### config.mk
export PLATFORM = sky130hd
export DESIGN_NAME = pipe_field
export DESIGN_NICKNAME = d
export VERILOG_FILES = /design/src/rtl/game_pkg.sv /design/src/rtl/lfsr8.sv /design/src/rtl/pipe_field.sv
export SDC_FILE = /design/constraint.sdc
export NUM_CORES = 1
export LEC_CHECK = 0
export ABC_CLOCK_PERIOD_IN_PS = 4500
export CAP_MARGIN = 10
export CORE_MARGIN = 8
export CORE_UTILIZATION = 30
export DETAILED_ROUTE_END_ITERATION = 7
export GPL_ROUTABILITY_DRIVEN = 1
export SYNTH_ARGS = -nofsm -noshare
export SYNTH_HDL_FRONTEND = slang
export SYNTH_SLANG_ARGS = --single-unit
### constraint.sdc
create_clock -name clk -period 4.5 [get_ports clk]
set_input_delay 0.9 -clock clk [delete_from_list [all_inputs] [get_ports clk]]
set_output_delay 0.9 -clock clk [all_outputs]
set_load 0.02 [all_outputs]
### src/rtl/game_pkg.sv
// rtl/game_pkg.sv - shared flappy-bird screen geometry, bird box and game state
package game_pkg;
  localparam int SCREEN_W = 1280;
  localparam int SCREEN_H = 720;
  localparam int BIRD_X   = 180;
  localparam int BIRD_W   = 34;
  localparam int BIRD_H   = 24;

  typedef enum logic [1:0] {
    IDLE = 2'd0,
    RUN  = 2'd1,
    OVER = 2'd2
  } game_state_t;
endpackage

### src/rtl/lfsr8.sv
// rtl/lfsr8.sv - 8-bit Fibonacci LFSR (taps 8,6,5,4), free-running outside reset
module lfsr8 (
  input  logic       clk,
  input  logic       rst_n,
  input  logic [7:0] seed,
  output logic [7:0] q
);

  logic feedback;

  assign feedback = q[7] ^ q[5] ^ q[4] ^ q[3];

  always_ff @(posedge clk) begin
    if (!rst_n) q <= seed;
    else        q <= {q[6:0], feedback};
  end

endmodule

### src/rtl/pipe_field.sv
// rtl/pipe_field.sv - two scrolling pipe pairs, scoring and collision detection
module pipe_field #(
  parameter int SCREEN_W     = 1280,
  parameter int SCREEN_H     = 720,
  parameter int PIPE_W       = 80,
  parameter int GAP_H        = 150,
  parameter int PIPE_SPACING = 640,
  parameter int STEP_DIV     = 500000,
  parameter int SPEED        = 2
) (
  input  logic        clk,
  input  logic        rst_n,
  input  logic        is_start,
  input  logic [11:0] bpos_x,
  input  logic [11:0] bpos_y,
  output logic [11:0] pipe0_x,
  output logic [11:0] pipe0_gap_y,
  output logic [11:0] pipe1_x,
  output logic [11:0] pipe1_gap_y,
  output logic [3:0]  score,
  output logic        hit
);

  localparam int CNT_W = (STEP_DIV > 1) ? $clog2(STEP_DIV) : 1;
  localparam logic [11:0] GAP_RST = 12'd300;
  localparam logic [11:0] GAP_MIN = 12'd60;

  game_pkg::game_state_t state, state_next;
  logic [CNT_W-1:0]      cnt;
  logic [7:0]            lfsr_q;
  logic                  run_en, chk_en, tick, collide, floor_hit;
  logic [1:0]            overlap, passed;
  logic [11:0]           pipe_x   [2];
  logic [11:0]           pipe_gap [2];
  logic [12:0]           bx, by;

  lfsr8 u_lfsr (
    .clk   (clk),
    .rst_n (rst_n),
    .seed  (8'hA5),
    .q     (lfsr_q)
  );

  always_ff @(posedge clk) begin
    if (!rst_n) state <= game_pkg::IDLE;
    else        state <= state_next;
  end

  always_comb begin
    state_next = state;
    case (state)
      game_pkg::IDLE: if (is_start) state_next = game_pkg::RUN;
      game_pkg::RUN:  if (collide)  state_next = game_pkg::OVER;
      default:        state_next = state;
    endcase
  end

  // Collision is watched for the whole RUN state, pause included; the field only moves when enabled.
  always_comb begin
    chk_en = (state == game_pkg::RUN);
    run_en = chk_en && is_start;
  end

  assign bx        = {1'b0, bpos_x};
  assign by        = {1'b0, bpos_y};
  assign floor_hit = (by + 13'(game_pkg::BIRD_H)) >= 13'(SCREEN_H);
  assign collide   = chk_en && ((|overlap) || floor_hit);
  assign tick      = run_en && (cnt == CNT_W'(STEP_DIV - 1));

  always_ff @(posedge clk) begin
    if (!rst_n) begin
      cnt <= '0;
    end else if (run_en && !collide) begin
      if (tick) cnt <= '0;
      else      cnt <= cnt + 1'b1;
    end
  end

  for (genvar i = 0; i < 2; i++) begin : g_pipe
    localparam logic [11:0] X_RST = 12'(SCREEN_W + i * PIPE_SPACING);

    logic [11:0] x_q, gap_q, x_new, gap_new;
    logic [12:0] x13, gap13, right_old, right_new;

    always_comb begin
      x13       = {1'b0, x_q};
      gap13     = {1'b0, gap_q};
      right_old = x13 + 13'(PIPE_W);
      if (x_q < 12'(SPEED)) begin
        x_new   = 12'(SCREEN_W);
        gap_new = GAP_MIN + {3'b000, lfsr_q, 1'b0};
      end else begin
        x_new   = x_q - 12'(SPEED);
        gap_new = gap_q;
      end
      right_new = {1'b0, x_new} + 13'(PIPE_W);
    end

    assign passed[i]  = (right_old >= bx) && (right_new < bx);
    assign overlap[i] = ((bx + 13'(game_pkg::BIRD_W)) > x13) && (bx < right_old) &&
                        ((by < gap13) ||
                         ((by + 13'(game_pkg::BIRD_H)) > (gap13 + 13'(GAP_H))));

    always_ff @(posedge clk) begin
      if (!rst_n) begin
        x_q   <= X_RST;
        gap_q <= GAP_RST;
      end else if (tick && !collide) begin
        x_q   <= x_new;
        gap_q <= gap_new;
      end
    end

    assign pipe_x[i]   = x_q;
    assign pipe_gap[i] = gap_q;
  end

  // Pipes are at least half a screen apart, so one increment covers any tick.
  always_ff @(posedge clk) begin
    if (!rst_n) begin
      score <= 4'd0;
    end else if (tick && !collide && (|passed) && (score != 4'd15)) begin
      score <= score + 4'd1;
    end
  end

  always_ff @(posedge clk) begin
    if (!rst_n)       hit <= 1'b0;
    else if (collide) hit <= 1'b1;
  end

  assign pipe0_x     = pipe_x[0];
  assign pipe0_gap_y = pipe_gap[0];
  assign pipe1_x     = pipe_x[1];
  assign pipe1_gap_y = pipe_gap[1];

endmodule

After elaboration in Yosys (flattened, before gate mapping). Cells that the tools add are included.

Equal/unequal tests: 5. $mul: 0. Divide/modulo/power cells: 0. Bitwise operators: 3. Multiplexer cells: 6. $add $sub $neg: 13. Magnitude comparators: 15. Shift operators: 0. Reductions and logical operators: 24.

Operator list (number): 12-bit by 7-bit adder with 13-bit output (second input constant) (4); 12-bit by 8-bit adder with 13-bit output (second input constant) (2); 13-bit by 12-bit >= comparator with 1-bit output (2); 13-bit by 12-bit greater-than comparator with 1-bit output (2); 13-bit greater-than comparator (2); 12-bit by 13-bit less-than comparator with 1-bit output (2); 13-bit by 12-bit less-than comparator with 1-bit output (2); 12-bit less-than comparator (2); 12-bit by 2-bit less-than comparator with 1-bit output (second input constant) (2); 12-bit 2-to-1 mux (2); 12-bit by 2-bit subtractor with 12-bit output (second input constant) (2); 19-bit by 1-bit adder with 19-bit output (second input constant) (1); 19-bit equality test (second input constant) (1); 19-bit 2-to-1 mux (1); 12-bit by 5-bit adder with 13-bit output (second input constant) (1); 12-bit by 6-bit adder with 13-bit output (second input constant) (1); 13-bit by 10-bit >= comparator with 1-bit output (second input constant) (1); 1-bit logical AND (13); 6-bit by 9-bit adder with 10-bit output (first input constant) (1); 4-bit by 1-bit adder with 4-bit output (second input constant) (1); 2-bit 2-to-1 mux (2); 4-bit inequality test (second input constant) (1); 2-bit case mux with 2 select lines (1); 2-bit AND reduction (2); other kinds (10) (15).

Bits in writable memories: 0. Bits in read-only memories: 0. Bits in registers: 82. Bits in latches: 0. Word-level logic and storage cells: 75. Memories kept: 0.

Logic depth before layout (Yosys ltp). Gate-level depths: netlist of the first run.

Word-level depth: 11. Gate-level depth with buffers: 22. Depth with buffers taken out: 21.

By module. From an unflattened synthesis of the first run, not the netlist that was laid out.

Cell total of the unflattened synthesis: 951. Area, all modules: 7654.8 um2.

By module, submodules not included: pipe_field (times used 1, cells an instance 930, area an instance 7369.6 um2); lfsr8 (times used 1, cells an instance 21, area an instance 285.3 um2).

Worst setup path before layout of the first run. OpenSTA, ideal clock, no wires.

Path kind: register to register. From: register g_pipe[1].x_q[4] (netlist: pipe1_x[4]). To: register score[3]. Setup slack: 0.079 ns. Data arrival time: 4.351 ns. Required time: 4.430 ns. Period minus slack after synthesis: 4.421 ns. Setup time: 0.070 ns. Stages on the path, launching flop included: 22. Cell sequence: dfxtp_1 -> inv_1 -> ha_1 -> o31ai_1 -> and3_1 -> and2_1 -> clkbuf_1 -> nor2_1 -> ha_1 -> inv_1 -> a32oi_1 -> a21o_1 -> o211ai_1 -> xor2_1 -> ha_1 -> and3_1 -> a221oi_1 -> o31a_1 -> o311a_1 -> o21ai_2 -> or4_1 -> a21oi_1.

Elaborated cells between the ends (all ways): 20. Classes of those cells: 3 x add/sub; 5 x order compare; 1 x mux; 11 x reduce/logical.

RTL lines: start, declared (RTL line pipe_field.sv:82) `logic [11:0] x_q, gap_q, x_new, gap_new;`; start signal, assigned (RTL line pipe_field.sv:109) `x_q <= x_new;`; 12-bit by 2-bit subtractor with 12-bit output / 12-bit by 2-bit less-than comparator with 1-bit output (equally long branches) (RTL line pipe_field.sv:93, pipe_field.sv:89); 12-bit 2-to-1 mux * (RTL line pipe_field.sv:89) `if (x_q < 12'(SPEED)) begin`; net g_pipe[1].x_new[5] (RTL line pipe_field.sv:82); 12-bit by 7-bit adder with 13-bit output * (RTL line pipe_field.sv:96) `right_new = {1'b0, x_new} + 13'(PIPE_W);`; 13-bit by 12-bit less-than comparator with 1-bit output * (RTL line pipe_field.sv:99) `assign passed[i] = (right_old >= bx) && (right_new < bx);`; 1-bit logical AND * (RTL line pipe_field.sv:99); 2-bit OR reduction * (RTL line pipe_field.sv:122) `end else if (tick && !collide && (|passed) && (score != 4'd15)) begin`; 1-bit logical AND * (2 in series) (RTL line pipe_field.sv:122); end signal, assigned (RTL line pipe_field.sv:123) `score <= score + 4'd1;`; end, declared (RTL line pipe_field.sv:20) `output logic [3:0] score,`.

The timed path passes the listed nets; every way through them passes the cells marked *. A chain may end at the register's enable or synchronous reset.

Worst setup path after layout of the first run.
From: register g_pipe[0].x_q[11] (netlist: pipe0_x[11]). To: register score[3].

Elaborated cells between the ends (all ways): 20. Classes of those cells: 3 x add/sub; 5 x order compare; 1 x mux; 11 x reduce/logical.

RTL lines (RTL line): start, declared (pipe_field.sv:82); start signal, assigned (pipe_field.sv:109); 12-bit by 2-bit less-than comparator with 1-bit output (pipe_field.sv:89); 12-bit 2-to-1 mux (pipe_field.sv:89); net g_pipe[0].x_new[4] (pipe_field.sv:82); 12-bit by 7-bit adder with 13-bit output (pipe_field.sv:96); 13-bit by 12-bit less-than comparator with 1-bit output (pipe_field.sv:99); 1-bit logical AND (pipe_field.sv:99); 2-bit OR reduction (pipe_field.sv:122); 1-bit logical AND (2 in series) (pipe_field.sv:122).

The timed path passes the listed nets, and every way through them passes these cells.

==> results of run 1 <==
## area by class of cell
class	count	area (sq um)
Timing Repair Buffer	164	1440
Clock buffer	10	239
Fill cell	2529	15300
Tap cell	330	413
Multi-Input combinational cell	763	5700
Sequential cell	76	1520
Clock inverter	6	70.1
Inverter	88	330
## worst reg2reg max path, stage by stage, from the launching register on
cell and delay [ns]:
dfxtp_2 0.36, or4_4 0.56, or4_4 0.55, and2_1 0.20, ha_1 0.23, inv_1 0.08
a32oi_2 0.13, o21ai_0 0.15, xnor2_1 0.11, ha_1 0.29, and3_1 0.22, or4b_2 0.64
o2111a_2 0.23, o21ai_4 0.22, or4_1 0.14, a21oi_1 0.06
## worst paths after layout
| check | start | depth (start not counted) | endpoint |
|---|---|---|---|
| worst max-delay path | pipe0_x[11]$_SDFFE_PN0P_ | 15 | score[3]$_SDFFE_PN0P_ |
| worst min-delay path | u_lfsr.q[0]$_SDFF_PN1_ | 2 | u_lfsr.q[1]$_SDFF_PN0_ |
| worst max register to register | pipe0_x[11]$_SDFFE_PN0P_ | 15 | score[3]$_SDFFE_PN0P_ |
| worst min register to register | u_lfsr.q[0]$_SDFF_PN1_ | 2 | u_lfsr.q[1]$_SDFF_PN0_ |
## per-stage QoR
stage	TNS [ns]	hold WS, ns	instance area, sq um	setup slack, ns	total power, mW
after global routing	-0.0310	0.510	9710	-0.0172	1.91
after CTS	0	0.466	9620	0.0626	1.83
after global placement	-0.325	0.446	9310	-0.111	1.05
after detailed placement	-1.14	0.450	9310	-0.189	1.05
final	0	0.463	9710	0.201	1.82
after floorplan	0	0.421	7610	0.0787	0.914
## state kept, by name, summed over array words and instances (netlist names)
register,cells
cnt,19
hit,1
pipe0_gap_y,9
pipe0_x,12
pipe1_gap_y,9
pipe1_x,12
score,4
state,2
u_lfsr.q,8
## power groups by stage
stage	Clock [mW]	Combinational [mW]	Sequential [mW]
3_5_place_dp	0	0.347	0.706
2_1_floorplan	0	0.209	0.705
3_3_place_gp	0	0.342	0.706
5_1_grt	0.816	0.397	0.692
6_report	0.768	0.356	0.691
4_1_cts	0.791	0.349	0.691
## cells in the final DEF, fill, tap and decap left out, types with 8 or more instances in the layout
master,count
and3_1,22
inv_1,87
o211ai_1,8
buf_4,89
clkbuf_16,9
nand2_1,80
a21oi_1,58
nand4_1,23
o31ai_1,9
xnor2_1,61
nor2_1,62
mux2i_1,19
o2111ai_1,9
and2_1,8
clkdlybuf4s50_1,73
ha_1,121
a21o_1,11
xor2_1,17
nor3_1,18
nor4_1,11
dfxtp_1,74
o21a_1,13
nand3_1,33
a211oi_1,21
o21ai_0,43
## cells by family (layout without fill, tap and decap cells)
| group | after synthesis | in the layout | synth area share |
|---|---|---|---|
| buf+inv | 121 | 268 | 0.0645 |
| fa+ha+maj | 123 | 123 | 0.203 |
| simple gates | 303 | 303 | 0.205 |
| other cells | 1 | 6 | 0.000494 |
| mux | 19 | 19 | 0.0251 |
| flops | 76 | 76 | 0.200 |
| compound gates | 233 | 233 | 0.211 |
| xor+xnor | 79 | 79 | 0.0912 |
## routing by layer
layer / part of all wire / wire (um)
met3: 0.059 / 1360
met2: 0.44 / 10200
met4: 0.024 / 553
met5: 0 / 0
met1: 0.47 / 10900
## what timing repair did
item	CTS	global route
gates resized for setup	0	18
setup buffers	0	1
setup endpoints to repair	0	6
==> results.md, run 1 <==
* Top delay family on crit path: simple AND/OR/NAND/NOR gates
* Tcrit/Tclk final at 0.955
* Worst-path clk slew at roughly 0.070 ns
* Die area at 30600 sq um
* Clock group share of total power at 0.423
* Clock Tree Root: clkbuf_16
* Status: finished clean
* Top FF cell, synth: dfxtp_1
* Share of cells above drive strength 1 at 0.133
* Total number of vias at around 7500
* Switching power share of the total at 0.289
* Setup CP Type: reg -> reg
* Worst path bufs/invs at 1
* GR peak layer: met2
* Reg2reg setup slack at 0.20 ns
* CP required at between 4 and 5 ns
* Met1 usage at 0.195
* IO Count at 80
* Setup crit end kind: register
* Comb pwr share at 0.196
* Final setup fails at 0
* CTS tree: done
* Count leader, synth: ha_1
* Nets at ~1300
* Number of H-tree levels at 3
* Fmax at 233 MHz
* PortBufs at 73
* Internal power at about 1.3 mW
* Max Cap Violations at 0
* Largest cells by area after synthesis: ha_1 (20%), dfxtp_1 (20%), xnor2_1 (7.2%)
* Synth Register Bits at between 70 and 80
* Inserted Diodes at 0
* Maximum vdd drop at 0.000166 V
* CP max stage cell: or4b_2
* Net Switching at between 0.5 and 0.6 mW
* Slew @ Worst Pin at approximately 0.81 ns
* Placed Cells at roughly 1400
* Reg power frac at 0.381
* Synth Cell Area at ~7600 sq um
* Library cells used by synthesis at between 60 and 70
* P_leak at slightly above 4 nW
* Asr flop ratio synth at 0
* CTS Sinks at 76
* Met2 usage at 0.234
* Power Density at approximately 190 nW/um^2
* Synth area leader: ha_1
* Wirelength, routed at roughly 23000 um
* Syn avg cell area at about 8 sq um
* DRC viols at 0
* First-pass GRT wire length at 36800 um
* Worst-path cell chain: or4_4 > or4_4 > and2_1 > ha_1 > inv_1 > a32oi_2 > o21ai_0 > xnor2_1 > ha_1 > and3_1 > or4b_2 > o2111a_2 > o21ai_4 > or4_1 > a21oi_1
* DP HPWL at 18900 um
* CP startpoint kind: register
* Non-filler cells, final at 1437
* Post-synth top area share at 0.203
* Starting density of the core at 0.303
* Post-synth EDFFs at 0
* Num rows at 58
* Final Critical Period at roughly 4.3 ns
* DRT iter0 DRCs at 421
* Post-DRT Antenna Nets at 0
* Worst relative slew slack at 0.457
* Die span in y at around 180 um
* Num CTS Buffers at 9
* Area grow syn2layout at 28.0%
* Final count of hold timing violations at 0
* Warnings, synthesis at 0
* 1st-pass router iterations at 5
* Register area share after synthesis at 0.200
* Vias in the first global route at around 7000
* Mapped Cells at around 960
* CP max FO at 7
* Vias/cell at approximately 5.2
* Top post-synthesis cells by count: ha_1 (123), inv_1 (88), nand2_1 (81), dfxtp_1 (76)
* Core area at roughly 25000 sq um
* Worst Hold Class: reg -> reg
* Met3 Use GR at 0.0306
* Slew Limit Fails at 0
* Skew final at between 0.009 and 0.01 ns
* Die W at around 180 um
* Drt wl/cell at around 16 um
* Remaining Overflow, GRT at 0
* # hold bufs at CTS at 0
* Clk Latency, worst-skew pair at 0.35 ns
* CTS max path bufs at 2
* Gpl congestion at just under 0.9
* Largest net degree at the start of global routing at 37
* Crit-path max cell delay at 0.64 ns
* Total GRT Usage at 0.148
* Arrival @ worst endpoint at roughly 4.5 ns
* Final Core Density at 0.388
* Initial antenna violation count at 0
(Power assumes the default switching activity.)
==> inputs of run 2 (changes only) <==
--- a/config.mk
+++ b/config.mk
@@ -6,9 +6,10 @@
 export NUM_CORES = 1
 export LEC_CHECK = 0
 export ABC_CLOCK_PERIOD_IN_PS = 4500
-export CAP_MARGIN = 10
+export CAP_MARGIN = 15
 export CORE_MARGIN = 8
 export CORE_UTILIZATION = 30
+export CTS_BUF_LIST = sky130_fd_sc_hd__clkbuf_4 sky130_fd_sc_hd__clkbuf_8
 export DETAILED_ROUTE_END_ITERATION = 7
 export GPL_ROUTABILITY_DRIVEN = 1
 export SYNTH_ARGS = -nofsm -noshare
==> run 2 against run 1 <==
  * Core utilization shrank 0.40 points
  * Sequential share of layout area is 0.17 points higher
  * First-iteration DRC count shrank 3.1%
  * Clock power shrank 25%
  * Critical path depth did not move
  * Critical endpoint unchanged
  * Largest power group is now sequential cells
==> results.md, run 2 (synthesis gave the netlist of run 1 again) <==
* CP max stage cell: or4b_2
* Clk Latency, worst-skew pair at about 0.37 ns
* DRT iter0 DRCs at ~410
* Largest register FFs at 19
* PortBufs at 73
* Worst Hold Class: reg -> reg
* Wirelength, routed at around 23000 um
* Share of cells above drive strength 1 at 0.133
* IO Count at 80
* Die span in y at 175 um
* Status: finished clean
* Clock Tree Root: clkbuf_8
* Final Critical Period at 4.31 ns
* Reg power frac at 0.426
* Core area at between 20000 and 30000 sq um
* DP HPWL at between 15000 and 20000 um
* Setup CP Type: reg -> reg
* CP required at ~4.8 ns
* Slew Limit Fails at 0
* Total number of vias at 7443
* Num CTS Buffers at 9
* Die W at ~180 um
* CTS max path bufs at 2
* Worst-path cell chain: or4_4 > or4_4 > and2_1 > ha_1 > inv_1 > a32oi_2 > o21ai_0 > xnor2_1 > ha_1 > and3_1 > or4b_2 > o2111a_2 > o21ai_4 > or4_1 > a21oi_1
* 1st-pass router iterations at 5
* Tcrit/Tclk final at 0.957
* Inserted Diodes at 0
* Remaining Overflow, GRT at 0
* Skew final at between 0.01 and 0.015 ns
* Drt wl/cell at about 16 um
* Nets at ~1300
* Starting density of the core at 0.303
* Slew @ Worst Pin at approximately 0.83 ns
* Crit-path max cell delay at 0.64 ns
* Maximum vdd drop at 0.000112 V
* Placed Cells at 1420
* CP max FO at 7
* Commonest cells after routing, fill and taps aside: ha_1 (121), buf_4 (89), inv_1 (87), nand2_1 (80), dfxtp_1 (74)
* Dpl ws at -0.189 ns
* Fmax at around 230 MHz
* Num rows at just under 60
* Top delay family on crit path: simple AND/OR/NAND/NOR gates
* Switching power share of the total at 0.311
* Design area at between 9000 and 10000 sq um
* Max Cap Violations at 0
* Clock group share of total power at 0.355
* Arrival @ worst endpoint at between 4 and 5 ns
* Biggest register: cnt
* Post-DRT Antenna Nets at 0
* Area grow syn2layout at 26.6%
* P_leak at 4.09 nW
* Gpl congestion at just under 0.9
* Setup crit end kind: register
* Number of H-tree levels at 3
* Worst relative slew slack at 0.442
* First-pass GRT wire length at 36700 um
* Register Area at around 1500 sq um
* Worst path bufs/invs at 1
* Cell Area, Placed at slightly above 9000 sq um
* Initial antenna violation count at 0
* CTS Sinks at 76
* CTS tree: done
* Vias/cell at around 5.2
* Internal power at between 1 and 1.5 mW
* Non-filler cells, final at 1437
* Final count of hold timing violations at 0
* Net Switching at a little over 0.5 mW
* Final setup fails at 0
* DRC viols at 0
* Largest net degree at the start of global routing at 37
* Final WS setup at between 0.15 and 0.2 ns
* Vias in the first global route at between 7000 and 8000
* Total GRT Usage at 0.148
* Die area at a little over 30000 sq um
* Comb pwr share at 0.220
* Footprint of the multi-input gates at about 5700 sq um
* Commonest non-fill, non-tap cell in the layout: ha_1
* Power Density at between 150 and 200 nW/um^2
* CP startpoint kind: register
* Worst-path clk slew at 0.09 ns
* Fillers at 2548
## run 2: what timing repair did
item / CTS / global route
setup buffers: 0 / 1
hold endpoints to repair: 0 / 0
setup endpoints to repair: 0 / 5
hold buffers: 0 / 0
gates resized for setup: 0 / 18
## run 2: per-layer routing
layer | vias to the layer above | routed length (um) | track usage
met5 | - | 0 | 0
met4 | 0 | 423 | 0.0477
met3 | 30 | 1380 | 0.0315
met2 | 189 | 10300 | 0.236
met1 | 3444 | 11100 | 0.195
li1 | 3780 | - | -
## run 2: final timing paths
path | startpoint | endpoint | slack [ns] | depth (start not counted)
worst min register to register | u_lfsr.q[0]$_SDFF_PN1_ | u_lfsr.q[1]$_SDFF_PN0_ | 0.47 | 2
worst min-delay path | u_lfsr.q[0]$_SDFF_PN1_ | u_lfsr.q[1]$_SDFF_PN0_ | 0.47 | 2
worst max-delay path | pipe0_x[11]$_SDFFE_PN0P_ | score[3]$_SDFFE_PN0P_ | 0.19 | 15
worst max register to register | pipe0_x[11]$_SDFFE_PN0P_ | score[3]$_SDFFE_PN0P_ | 0.19 | 15
## run 2: power by group through the flow
| stage | clock network, mW | registers, mW | logic, mW |
|---|---|---|---|
| finish | 0.576 | 0.690 | 0.356 |
| CTS | 0.592 | 0.690 | 0.349 |
| detailed placement | 0 | 0.706 | 0.347 |
| global placement | 0 | 0.706 | 0.342 |
| floorplan | 0 | 0.705 | 0.209 |
| global route | 0.618 | 0.692 | 0.397 |
## run 2: metrics by stage
| stage | TNS [ns] | utilization | total power, mW | hold WS (ns) |
|---|---|---|---|---|
| 5_1_grt | -0.0412 | 0.384 | 1.71 | 0.517 |
| 3_3_place_gp | -0.325 | 0.372 | 1.05 | 0.446 |
| 6_report | 0 | 0.384 | 1.62 | 0.466 |
| 4_1_cts | 0 | 0.380 | 1.63 | 0.472 |
| 3_5_place_dp | -1.14 | 0.372 | 1.05 | 0.450 |
| 2_1_floorplan | 0 | - | 0.914 | 0.421 |
## run 2: tightest hold or removal path, stage by stage (launching register included)
cell and delay, ns:
dfxtp_1 0.31, nand2_1 0.07, inv_1 0.06
## run 2: layout make-up
cell class / count / area share
Multi-Input combinational cell: 763 / 0.593
Sequential cell: 76 / 0.159
Timing Repair Buffer: 164 / 0.150
Tap cell: 330 / 0.0430
Inverter: 88 / 0.0344
Clock buffer: 10 / 0.0143
Clock inverter: 6 / 0.00729
==> inputs of run 3 (changes only) <==
--- a/config.mk
+++ b/config.mk
@@ -12,6 +12,7 @@
 export CTS_BUF_LIST = sky130_fd_sc_hd__clkbuf_4 sky130_fd_sc_hd__clkbuf_8
 export DETAILED_ROUTE_END_ITERATION = 7
 export GPL_ROUTABILITY_DRIVEN = 1
+export RECOVER_POWER = 25
 export SYNTH_ARGS = -nofsm -noshare
 export SYNTH_HDL_FRONTEND = slang
 export SYNTH_SLANG_ARGS = --single-unit
==> run 3 against run 2 <==
  * The run now ends with capacitance limit, slew limit left
  * Setup slack gained 0.011 ns
  * Critical endpoint unchanged
  * Highest routed layer unchanged
  * Via count is essentially flat
  * Combinational power is essentially flat
==> results.md, run 3 (synthesis gave the netlist of run 1 again) <==
* Status: complete, but fails checks
* Failing checks: capacitance limit, slew limit
* Num CTS Buffers at 9
* CP max stage cell: or4b_2
* PortBufs at 73
* Clock Tree Root: clkbuf_8
* Power Density at 169 nW/um^2
* Reg2Reg Depth at 15
* Worst-path clk slew at approximately 0.09 ns
* CP required at roughly 4.8 ns
* Final WS setup at 0.204 ns
* Clk Latency, worst-skew pair at 0.37 ns
* RR Endpoint: score[3]$_SDFFE_PN0P_
* Largest net degree at the start of global routing at 37
* Worst hold start: u_lfsr.q[0]$_SDFF_PN1_
* Share of cells above drive strength 1 at 0.132
* Gpl congestion at roughly 0.89
* Setup CP Type: reg -> reg
* Total power draw at between 1.5 and 2 mW
* Cell Area, Placed at roughly 9300 sq um
* Tcrit/Tclk final at 0.955
* DRT iter0 DRCs at roughly 420
* Starting density of the core at 0.303
* CP startpoint kind: register
* Skew final at roughly 0.013 ns
* Final setup fails at 0
* Reg2reg setup slack at around 0.20 ns
* Die span in y at 175 um
* Drt wl/cell at approximately 16 um
* Final Critical Period at ~4.3 ns
* Crit-path max cell delay at between 0.6 and 0.7 ns
* Post-DRT Antenna Nets at 0
* Inserted Diodes at 0
* Die area at around 30000 sq um
* Worst-path cell chain: or4_4 > or4_4 > and2_1 > ha_1 > inv_1 > a32oi_2 > o21ai_0 > xnor2_1 > ha_1 > and3_1 > or4b_2 > o2111a_2 > o21ai_4 > or4_1 > a21oi_1
* IO Count at 80
* Maximum vdd drop at ~0.00011 V
* Final count of hold timing violations at 0
* Worst Hold Path EP: u_lfsr.q[1]$_SDFF_PN0_
* Total number of vias at 7449
* Biggest register: cnt
* Wirelength, routed at approximately 23000 um
* Nets at 1252
* Commonest cells after routing, fill and taps aside: ha_1 (121), buf_4 (88), inv_1 (87), nand2_1 (80), dfxtp_1 (74)
* 1st-pass router iterations at 5
* DRC viols at 0
* Area grow syn2layout at 26.6%
* Vias/cell at just over 5
* CTS tree: done
* Launching point of the worst reg2reg path: pipe0_x[11]$_SDFFE_PN0P_
* Worst path bufs/invs at 1
* DP HPWL at 18900 um
* Vias in the first global route at between 7000 and 8000
* Max Cap Violations at 1
* Design area at about 9600 sq um
* P_leak at between 4 and 5 nW
* Largest register FFs at 19
* Arrival @ worst endpoint at ~4.6 ns
* Commonest non-fill, non-tap cell in the layout: ha_1
* Fmax at between 200 and 250 MHz
* # hold bufs at CTS at 0
* Num rows at between 50 and 60
* Final Core Density at 0.384
* CP max FO at 7
* Worst Hold Class: reg -> reg
* Hold Crit Depth at 2
* Core area at approximately 25000 sq um
* CTS max path bufs at 2
* Setup crit end kind: register
* Total GRT Usage at 0.148
* Fillers at 2548
* Top delay family on crit path: simple AND/OR/NAND/NOR gates
* Dpl ws at -0.189 ns
* Number of H-tree levels at 3
* Remaining Overflow, GRT at 0
* Slew Limit Fails at 37
* Slew @ Worst Pin at about 1.7 ns
* CTS Sinks at 76
* Die W at around 180 um
* Worst relative slew slack at -0.101
* Initial antenna violation count at 0
* First-pass GRT wire length at about 37000 um
-- run 3: cell types whose count changed in the layout (fill, tap and decap cells not counted) --
cell,change
clkbuf_1,+1
dlygate4sd3_1,+23
buf_4,-1
clkdlybuf4s50_1,-23
-- run 3: how the worst max path moves through the flow --
stage | startpoint | depth (start not counted) | slack [ns] | endpoint
5_1_grt | pipe0_x[2]$_SDFFE_PN0P_ | 16 | -0.02 | score[3]$_SDFFE_PN0P_
6_report | pipe0_x[11]$_SDFFE_PN0P_ | 15 | 0.20 | score[3]$_SDFFE_PN0P_
3_5_place_dp | bpos_x[8] | 15 | -0.19 | score[3]$_SDFFE_PN0P_
3_3_place_gp | bpos_x[8] | 15 | -0.11 | score[3]$_SDFFE_PN0P_
2_1_floorplan | pipe1_x[4]$_SDFFE_PN0P_ | 21 | 0.08 | score[3]$_SDFFE_PN0P_
4_1_cts | pipe0_x[4]$_SDFFE_PN0P_ | 17 | 0.06 | score[3]$_SDFFE_PN0P_
-- run 3: metal layers --
metal	wire length (um)	GRT usage	up-vias
li1	-	-	3776
met1	11000	0.195	3464
met2	10400	0.236	179
met3	1360	0.0315	30
met4	443	0.0477	0
met5	0	0	-
-- run 3: metrics by stage --
| stage | hold WS (ns) | std cells | setup TNS (ns) |
|---|---|---|---|
| floorplan | 0.421 | 960 | 0 |
| global placement | 0.446 | 1420 | -0.325 |
| detailed placement | 0.450 | 1420 | -1.14 |
| CTS | 0.472 | 1436 | 0 |
| global route | 0.517 | 1437 | -0.0409 |
| finish | 0.470 | 1437 | 0 |
-- run 3: repair_timing --
action	4_1_cts	5_1_grt
setup buffers	0	1
gates resized for setup	0	18
setup endpoints to repair	0	5
-- run 3: layout make-up --
type	instances	area [sq um]	area share
multi-input cells	763	5700	0.593
flip-flops and latches	76	1520	0.159
repair buffers	164	1440	0.149
well taps	330	413	0.0430
inverters	88	330	0.0344
clock buffers	10	138	0.0143
clock inverters	6	70.1	0.00729
-- run 3: where the power goes --
group / switching (mW) / leakage (nW) / internal [mW] / total (mW)
registers: 0.00885 / 0.617 / 0.681 / 0.690
logic: 0.197 / 3.41 / 0.158 / 0.356
clock network: 0.299 / 0.107 / 0.277 / 0.576
total: 0.506 / 4.13 / 1.12 / 1.62
-- run 3: worst min-delay path: stages, from the launching register on --
cell     delay, ns
dfxtp_1       0.31
nand2_1       0.07
inv_1         0.06
